**config.mk**
```make
export PLATFORM = sky130hd
export DESIGN_NAME = rf_write_arbiter
export DESIGN_NICKNAME = d
export VERILOG_FILES = /design/src/rtl/rf_write_arbiter.sv
export SDC_FILE = /design/constraint.sdc
export NUM_CORES = 1
export LEC_CHECK = 0
export ABC_AREA = 1
export BUFFER_PORTS_ARGS = -buffer_cell sky130_fd_sc_hd__buf_2
export CORE_AREA = 8 8 97 99
export CTS_CLUSTER_DIAMETER = 80
export DETAILED_ROUTE_END_ITERATION = 10
export DIE_AREA = 0 0 105 107
export GPL_ROUTABILITY_DRIVEN = 1
export PLACE_DENSITY_LB_ADDON = 0.25
export SYNTH_ARGS = -nofsm -noshare
export SYNTH_HDL_FRONTEND = slang
export SYNTH_SLANG_ARGS = --single-unit
```
**constraint.sdc**
```tcl
create_clock -name clk -period 3.51 [get_ports clk]
set_input_delay 0 -clock clk [delete_from_list [all_inputs] [get_ports clk]]
set_output_delay 0 -clock clk [all_outputs]
set_load 0.01 [all_outputs]
```
**src/rtl/rf_write_arbiter.sv**
```systemverilog
// rtl/rf_write_arbiter.sv - register file write-port arbiter with pending-write scoreboard
module rf_write_arbiter #(
    parameter int DATA_W = 32,
    parameter int ADDR_W = 5,
    parameter bit RR_EN  = 1'b1
) (
    input  logic              clk,
    input  logic              rst,
    input  logic              req0_valid,
    input  logic [ADDR_W-1:0] req0_addr,
    input  logic [DATA_W-1:0] req0_data,
    output logic              req0_ready,
    input  logic              req1_valid,
    input  logic [ADDR_W-1:0] req1_addr,
    input  logic [DATA_W-1:0] req1_data,
    output logic              req1_ready,
    input  logic              rsv_valid,
    input  logic [ADDR_W-1:0] rsv_addr,
    input  logic [ADDR_W-1:0] rs_addr,
    input  logic [ADDR_W-1:0] rt_addr,
    output logic              rs_busy,
    output logic              rt_busy,
    output logic              RegWrite,
    output logic [ADDR_W-1:0] RDaddr,
    output logic [DATA_W-1:0] RDdata
);

    localparam int NREG = 1 << ADDR_W;

    logic              reg_write_q, reg_write_d;
    logic [ADDR_W-1:0] rd_addr_q, rd_addr_d;
    logic [DATA_W-1:0] rd_data_q, rd_data_d;
    logic              last_grant_q, last_grant_d;
    logic [NREG-1:0]   pending_q, pending_d;

    logic              pick0;
    logic              grant0, grant1, xfer;
    logic [ADDR_W-1:0] xfer_addr;
    logic [DATA_W-1:0] xfer_data;

    // Grant selection: req0 wins a tie when fixed priority or when req1 was served last.
    // Grants are held off during reset so no handshake appears to complete while state is cleared.
    always_comb begin
        pick0     = (RR_EN == 1'b0) ? 1'b1 : last_grant_q;
        grant0    = !rst && req0_valid && (!req1_valid || pick0);
        grant1    = !rst && req1_valid && !(req0_valid && pick0);
        xfer      = grant0 || grant1;
        xfer_addr = grant1 ? req1_addr : req0_addr;
        xfer_data = grant1 ? req1_data : req0_data;
    end

    assign req0_ready = grant0;
    assign req1_ready = grant1;

    // Next-state for the write output, round-robin pointer and scoreboard.
    always_comb begin
        reg_write_d  = xfer && (xfer_addr != '0);
        rd_addr_d    = reg_write_d ? xfer_addr : rd_addr_q;
        rd_data_d    = reg_write_d ? xfer_data : rd_data_q;
        last_grant_d = xfer ? grant1 : last_grant_q;
        pending_d    = pending_q;
        if (xfer) begin
            pending_d[xfer_addr] = 1'b0;
        end
        // A reservation is the younger producer, so it overrides a same-cycle clear.
        if (rsv_valid && (rsv_addr != '0)) begin
            pending_d[rsv_addr] = 1'b1;
        end
        pending_d[0] = 1'b0;
    end

    // State registers; reset dominates any concurrent request or reservation.
    always_ff @(posedge clk) begin
        if (rst) begin
            reg_write_q  <= 1'b0;
            rd_addr_q    <= '0;
            rd_data_q    <= '0;
            last_grant_q <= 1'b1;
            pending_q    <= '0;
        end else begin
            reg_write_q  <= reg_write_d;
            rd_addr_q    <= rd_addr_d;
            rd_data_q    <= rd_data_d;
            last_grant_q <= last_grant_d;
            pending_q    <= pending_d;
        end
    end

    assign RegWrite = reg_write_q;
    assign RDaddr   = rd_addr_q;
    assign RDdata   = rd_data_q;
    assign rs_busy  = pending_q[rs_addr];
    assign rt_busy  = pending_q[rt_addr];

endmodule
```
==> flow_results.xml <==
<?xml version="1.0" encoding="UTF-8"?>
<metrics>
  <group name="placement">
    <metric name="io_buffers" unit="">135</metric>
    <metric name="cell_count_after_placement" unit="">930</metric>
    <metric name="hpwl" unit="microns">9560</metric>
    <metric name="gp_congestion" unit="">0.899</metric>
  </group>
  <group name="cts">
    <metric name="holdBufCountCts" unit="">0</metric>
    <metric name="cts.sinks" unit="">70</metric>
    <metric name="insertion_delay" unit="ns">0.34</metric>
    <metric name="htree_levels" unit="">3</metric>
    <metric name="tritoncts_clock_tree" unit="">yes</metric>
    <metric name="maximum_clock_insertion_buffer_count" unit="">2</metric>
    <metric name="cts_resized" unit="">0</metric>
    <metric name="root_buffer" unit="">sky130_fd_sc_hd__clkbuf_8</metric>
    <metric name="cts-buffers-inserted" unit="">9</metric>
    <metric name="cts.reportedPaths.clkPinSlew" unit="ns">0.07</metric>
    <metric name="post-cts-setup-buffer-count" unit="">0</metric>
  </group>
  <group name="sta">
    <metric name="clock_skew" unit="ns">0.00532</metric>
    <metric name="hold_viol" unit="">0</metric>
    <metric name="final.hold.worst_slack" unit="ns">0.0333</metric>
    <metric name="layout_min_cycle_time" unit="ns">2.50</metric>
    <metric name="max_slew_violation_total_from_the_final_report" unit="">0</metric>
    <metric name="rsz0062_at_grt" unit="">no</metric>
    <metric name="transition_time_of_the_tightest_slew_check_pin" unit="ns">0.724</metric>
    <metric name="final.period_utilization" unit="%">71.1</metric>
    <metric name="setup_viol" unit="">0</metric>
    <metric name="fmax" unit="GHz">0.401</metric>
    <metric name="final.setup.tns" unit="ns">0</metric>
    <metric name="slew_headroom" unit="%">51.7</metric>
  </group>
  <group name="worst_setup_path">
    <metric name="timing.reg2reg.setup_slack" unit="ns">1.01</metric>
    <metric name="cp_data_required_time" unit="ns">3.70</metric>
    <metric name="worst_setup_path_start_kind" unit="">flip-flop</metric>
    <metric name="r2r-end" unit="">pending_q[11]$_SDFF_PP0_</metric>
    <metric name="critical_path.endpoint_type" unit="">flip-flop</metric>
    <metric name="classification_of_the_worst_setup_path" unit="">flip-flop to flip-flop</metric>
    <metric name="r2r_cells" unit="">10</metric>
    <metric name="timing.rr.start" unit="">last_grant_q$_SDFFE_PP1N_</metric>
    <metric name="worstPathArrival" unit="ns">2.69</metric>
    <metric name="critical_path_peak_fanout" unit="">41</metric>
  </group>
  <group name="route">
    <metric name="remaining_drc_errors" unit="">0</metric>
    <metric name="drt_wirelength" unit="microns">12600</metric>
    <metric name="route.layer.met1.wl" unit="microns">5250</metric>
    <metric name="detailedRoute.firstPassIterationCount" unit="">5</metric>
    <metric name="detailroute.via_count" unit="">4833</metric>
    <metric name="post_drt_via_cell_ratio" unit="">5.12</metric>
    <metric name="top_sig_layer" unit="">met4</metric>
    <metric name="met3_length" unit="microns">1110</metric>
    <metric name="wl_met2" unit="microns">6120</metric>
    <metric name="drt_iter0_markers" unit="">308</metric>
    <metric name="ant_nets" unit="">0</metric>
    <metric name="routed_wire_length_per_instance" unit="microns">13.4</metric>
  </group>
  <group name="synthesis">
    <metric name="area_leader_netlist" unit="">sky130_fd_sc_hd__dfxtp_1</metric>
    <metric name="synthXorXnorAreaFrac" unit="%">0</metric>
    <metric name="synth_adder_area_share" unit="%">0</metric>
    <metric name="synth.area.top_cells" unit="">sky130_fd_sc_hd__dfxtp_1 (33%), sky130_fd_sc_hd__nand2_1 (27%), sky130_fd_sc_hd__nor2_1 (7.8%)</metric>
    <metric name="postSynthCellCount" unit="">718</metric>
    <metric name="synth.avg_cell_area" unit="sq um">5.86</metric>
    <metric name="synth.ff_latch_count" unit="">70</metric>
    <metric name="synth_top_family_by_area" unit="">simple AND/OR/NAND/NOR gates</metric>
    <metric name="synth.cell_area" unit="sq mm">0.00421</metric>
    <metric name="yosysTopAreaCellShare" unit="%">33.3</metric>
    <metric name="ys.warnings.count" unit="">0</metric>
    <metric name="synth_simple_gate_area_share" unit="%">46.3</metric>
    <metric name="syn-num-nets" unit="">812</metric>
    <metric name="synth_cell_types" unit="">29</metric>
    <metric name="yosysSeqAreaShare" unit="%">33.3</metric>
    <metric name="synth_compound_gate_area_share" unit="%">9.76</metric>
    <metric name="post_synth_mux_area_share" unit="%">0</metric>
  </group>
  <group name="pwr">
    <metric name="cellLeakagePower" unit="nW">2.62</metric>
    <metric name="power.density_cell_area" unit="mW/mm^2">372</metric>
    <metric name="vdd_drop_max" unit="mV">0.217</metric>
  </group>
  <group name="floorplanning">
    <metric name="area_enclosed_by_the_die_boundary" unit="sq mm">0.0112</metric>
    <metric name="core.rowCount" unit="">33</metric>
    <metric name="floorplan.initialDensity" unit="%">53.0</metric>
    <metric name="die-width" unit="microns">105</metric>
    <metric name="die_h" unit="microns">107</metric>
    <metric name="io-pin-count" unit="">136</metric>
    <metric name="core" unit="sq mm">0.00793</metric>
  </group>
  <group name="grt">
    <metric name="grt-ovfl-total" unit="">0</metric>
    <metric name="grt.total_usage" unit="%">22.0</metric>
    <metric name="grt_pass1_vias" unit="">4557</metric>
    <metric name="grt_max_degree" unit="">42</metric>
    <metric name="grt_antenna_before_repair" unit="">0</metric>
    <metric name="first_pass_grt_wire_length" unit="microns">20700</metric>
  </group>
  <group name="finish">
    <metric name="layoutNonFillerInstCount" unit="">944</metric>
    <metric name="layout_common_cells" unit="">sky130_fd_sc_hd__nand2_1 (307), sky130_fd_sc_hd__buf_2 (135), sky130_fd_sc_hd__nor2_1 (87)</metric>
    <metric name="most_common_library_cell_in_the_layout_ignoring_fill_and_taps" unit="">sky130_fd_sc_hd__nand2_1</metric>
    <metric name="finish.utilization" unit="%">63.4</metric>
    <metric name="layout-area-overhead-vs-synth" unit="%">19.5</metric>
    <metric name="antennaDiodeCount" unit="">0</metric>
    <metric name="drive_gt1_share" unit="%">20.9</metric>
    <metric name="nNetsFinal" unit="">930</metric>
  </group>
  <group name="status">
    <metric name="status" unit="">completed</metric>
  </group>
  <group name="worst_hold_path">
    <metric name="holdPathEnd" unit="">pending_q[25]$_SDFF_PP0_</metric>
    <metric name="worst_hold_path_type" unit="">primary input to flip-flop</metric>
    <metric name="min_path_cells" unit="">4</metric>
    <metric name="worst_hold_startpoint" unit="">rsv_addr[2]</metric>
  </group>
  <group name="run">
    <metric name="cap_violations" unit="">0</metric>
  </group>
</metrics>
## through the flow
stage | worst slack, ns | area (sq um) | power (mW)
final | 1.01 | 5020 | 1.87
after global routing | 0.771 | 5020 | 1.97
after CTS | 1.04 | 5020 | 1.87
after detailed placement | 0.829 | 4850 | 1.30
after global placement | 0.938 | 4850 | 1.29
after floorplan | 1.96 | 4210 | 1.16
## metal layers
metal / track usage, % / vias up
met5: 0 / -
met4: 6.63 / 0
met3: 6.00 / 11
met2: 38.1 / 195
met1: 25.9 / 2177
li1: - / 2450
## critical path: stages, from the launching register on
cell and delay, ns:
sky130_fd_sc_hd__dfxtp_1 0.32, sky130_fd_sc_hd__nand2_1 0.17, sky130_fd_sc_hd__nand3_4 0.39, sky130_fd_sc_hd__inv_2 0.16, sky130_fd_sc_hd__nor2_1 0.09, sky130_fd_sc_hd__inv_2 0.45
sky130_fd_sc_hd__nand2_1 0.28, sky130_fd_sc_hd__nor2_4 0.28, sky130_fd_sc_hd__nand2_1 0.09, sky130_fd_sc_hd__nand2_1 0.07, sky130_fd_sc_hd__a21oi_1 0.05
## worst max path at each step
| stage | cells past startpoint | startpoint | to |
|---|---|---|---|
| after floorplan | 10 | last_grant_q$_SDFFE_PP1N_ | RDdata[20]$_SDFFE_PP0P_ |
| after global placement | 11 | rst | pending_q[31]$_SDFF_PP0_ |
| after detailed placement | 11 | rst | pending_q[25]$_SDFF_PP0_ |
| after CTS | 10 | last_grant_q$_SDFFE_PP1N_ | pending_q[11]$_SDFF_PP0_ |
| after global routing | 10 | last_grant_q$_SDFFE_PP1N_ | pending_q[13]$_SDFF_PP0_ |
| final | 10 | last_grant_q$_SDFFE_PP1N_ | pending_q[11]$_SDFF_PP0_ |
## cell usage after synthesis (all sizes together)
cell type and instances:
a21oi 49, buf 11, clkbuf 18, clkinv 2
dfxtp 70, inv 70, nand2 310, nand3 57
nand3b 2, nor2 101, nor3 3, nor3b 1
o211ai 5, o21ai 12, o21bai 1, o31ai 6
## where the power goes
part / switching (mW) / internal, mW
Combinational: 0.263 / 0.157
Sequential: 0.0276 / 0.841
Clock: 0.276 / 0.306
Total: 0.567 / 1.30
## flip-flops by register name, indices dropped and copies added (netlist names)
name / cells
last_grant_q: 1
RDaddr: 5
RegWrite: 1
pending_q: 31
RDdata: 32
## cells by family after synthesis
kind of cell,after synthesis
AND/OR/NAND/NOR,474
buffers and inverters,101
AO/OA/AOI/OAI,73
flip-flops,70
## cell type report
class,instances,area (sq um)
Multi-Input combinational cell,547,2360
Clock buffer,13,169
Tap cell,105,131
Inverter,72,278
Timing Repair Buffer,136,683
Sequential cell,70,1400
Fill cell,818,2900
Clock inverter,1,5.00
Note: power is estimated with default switching activity, not from simulation.
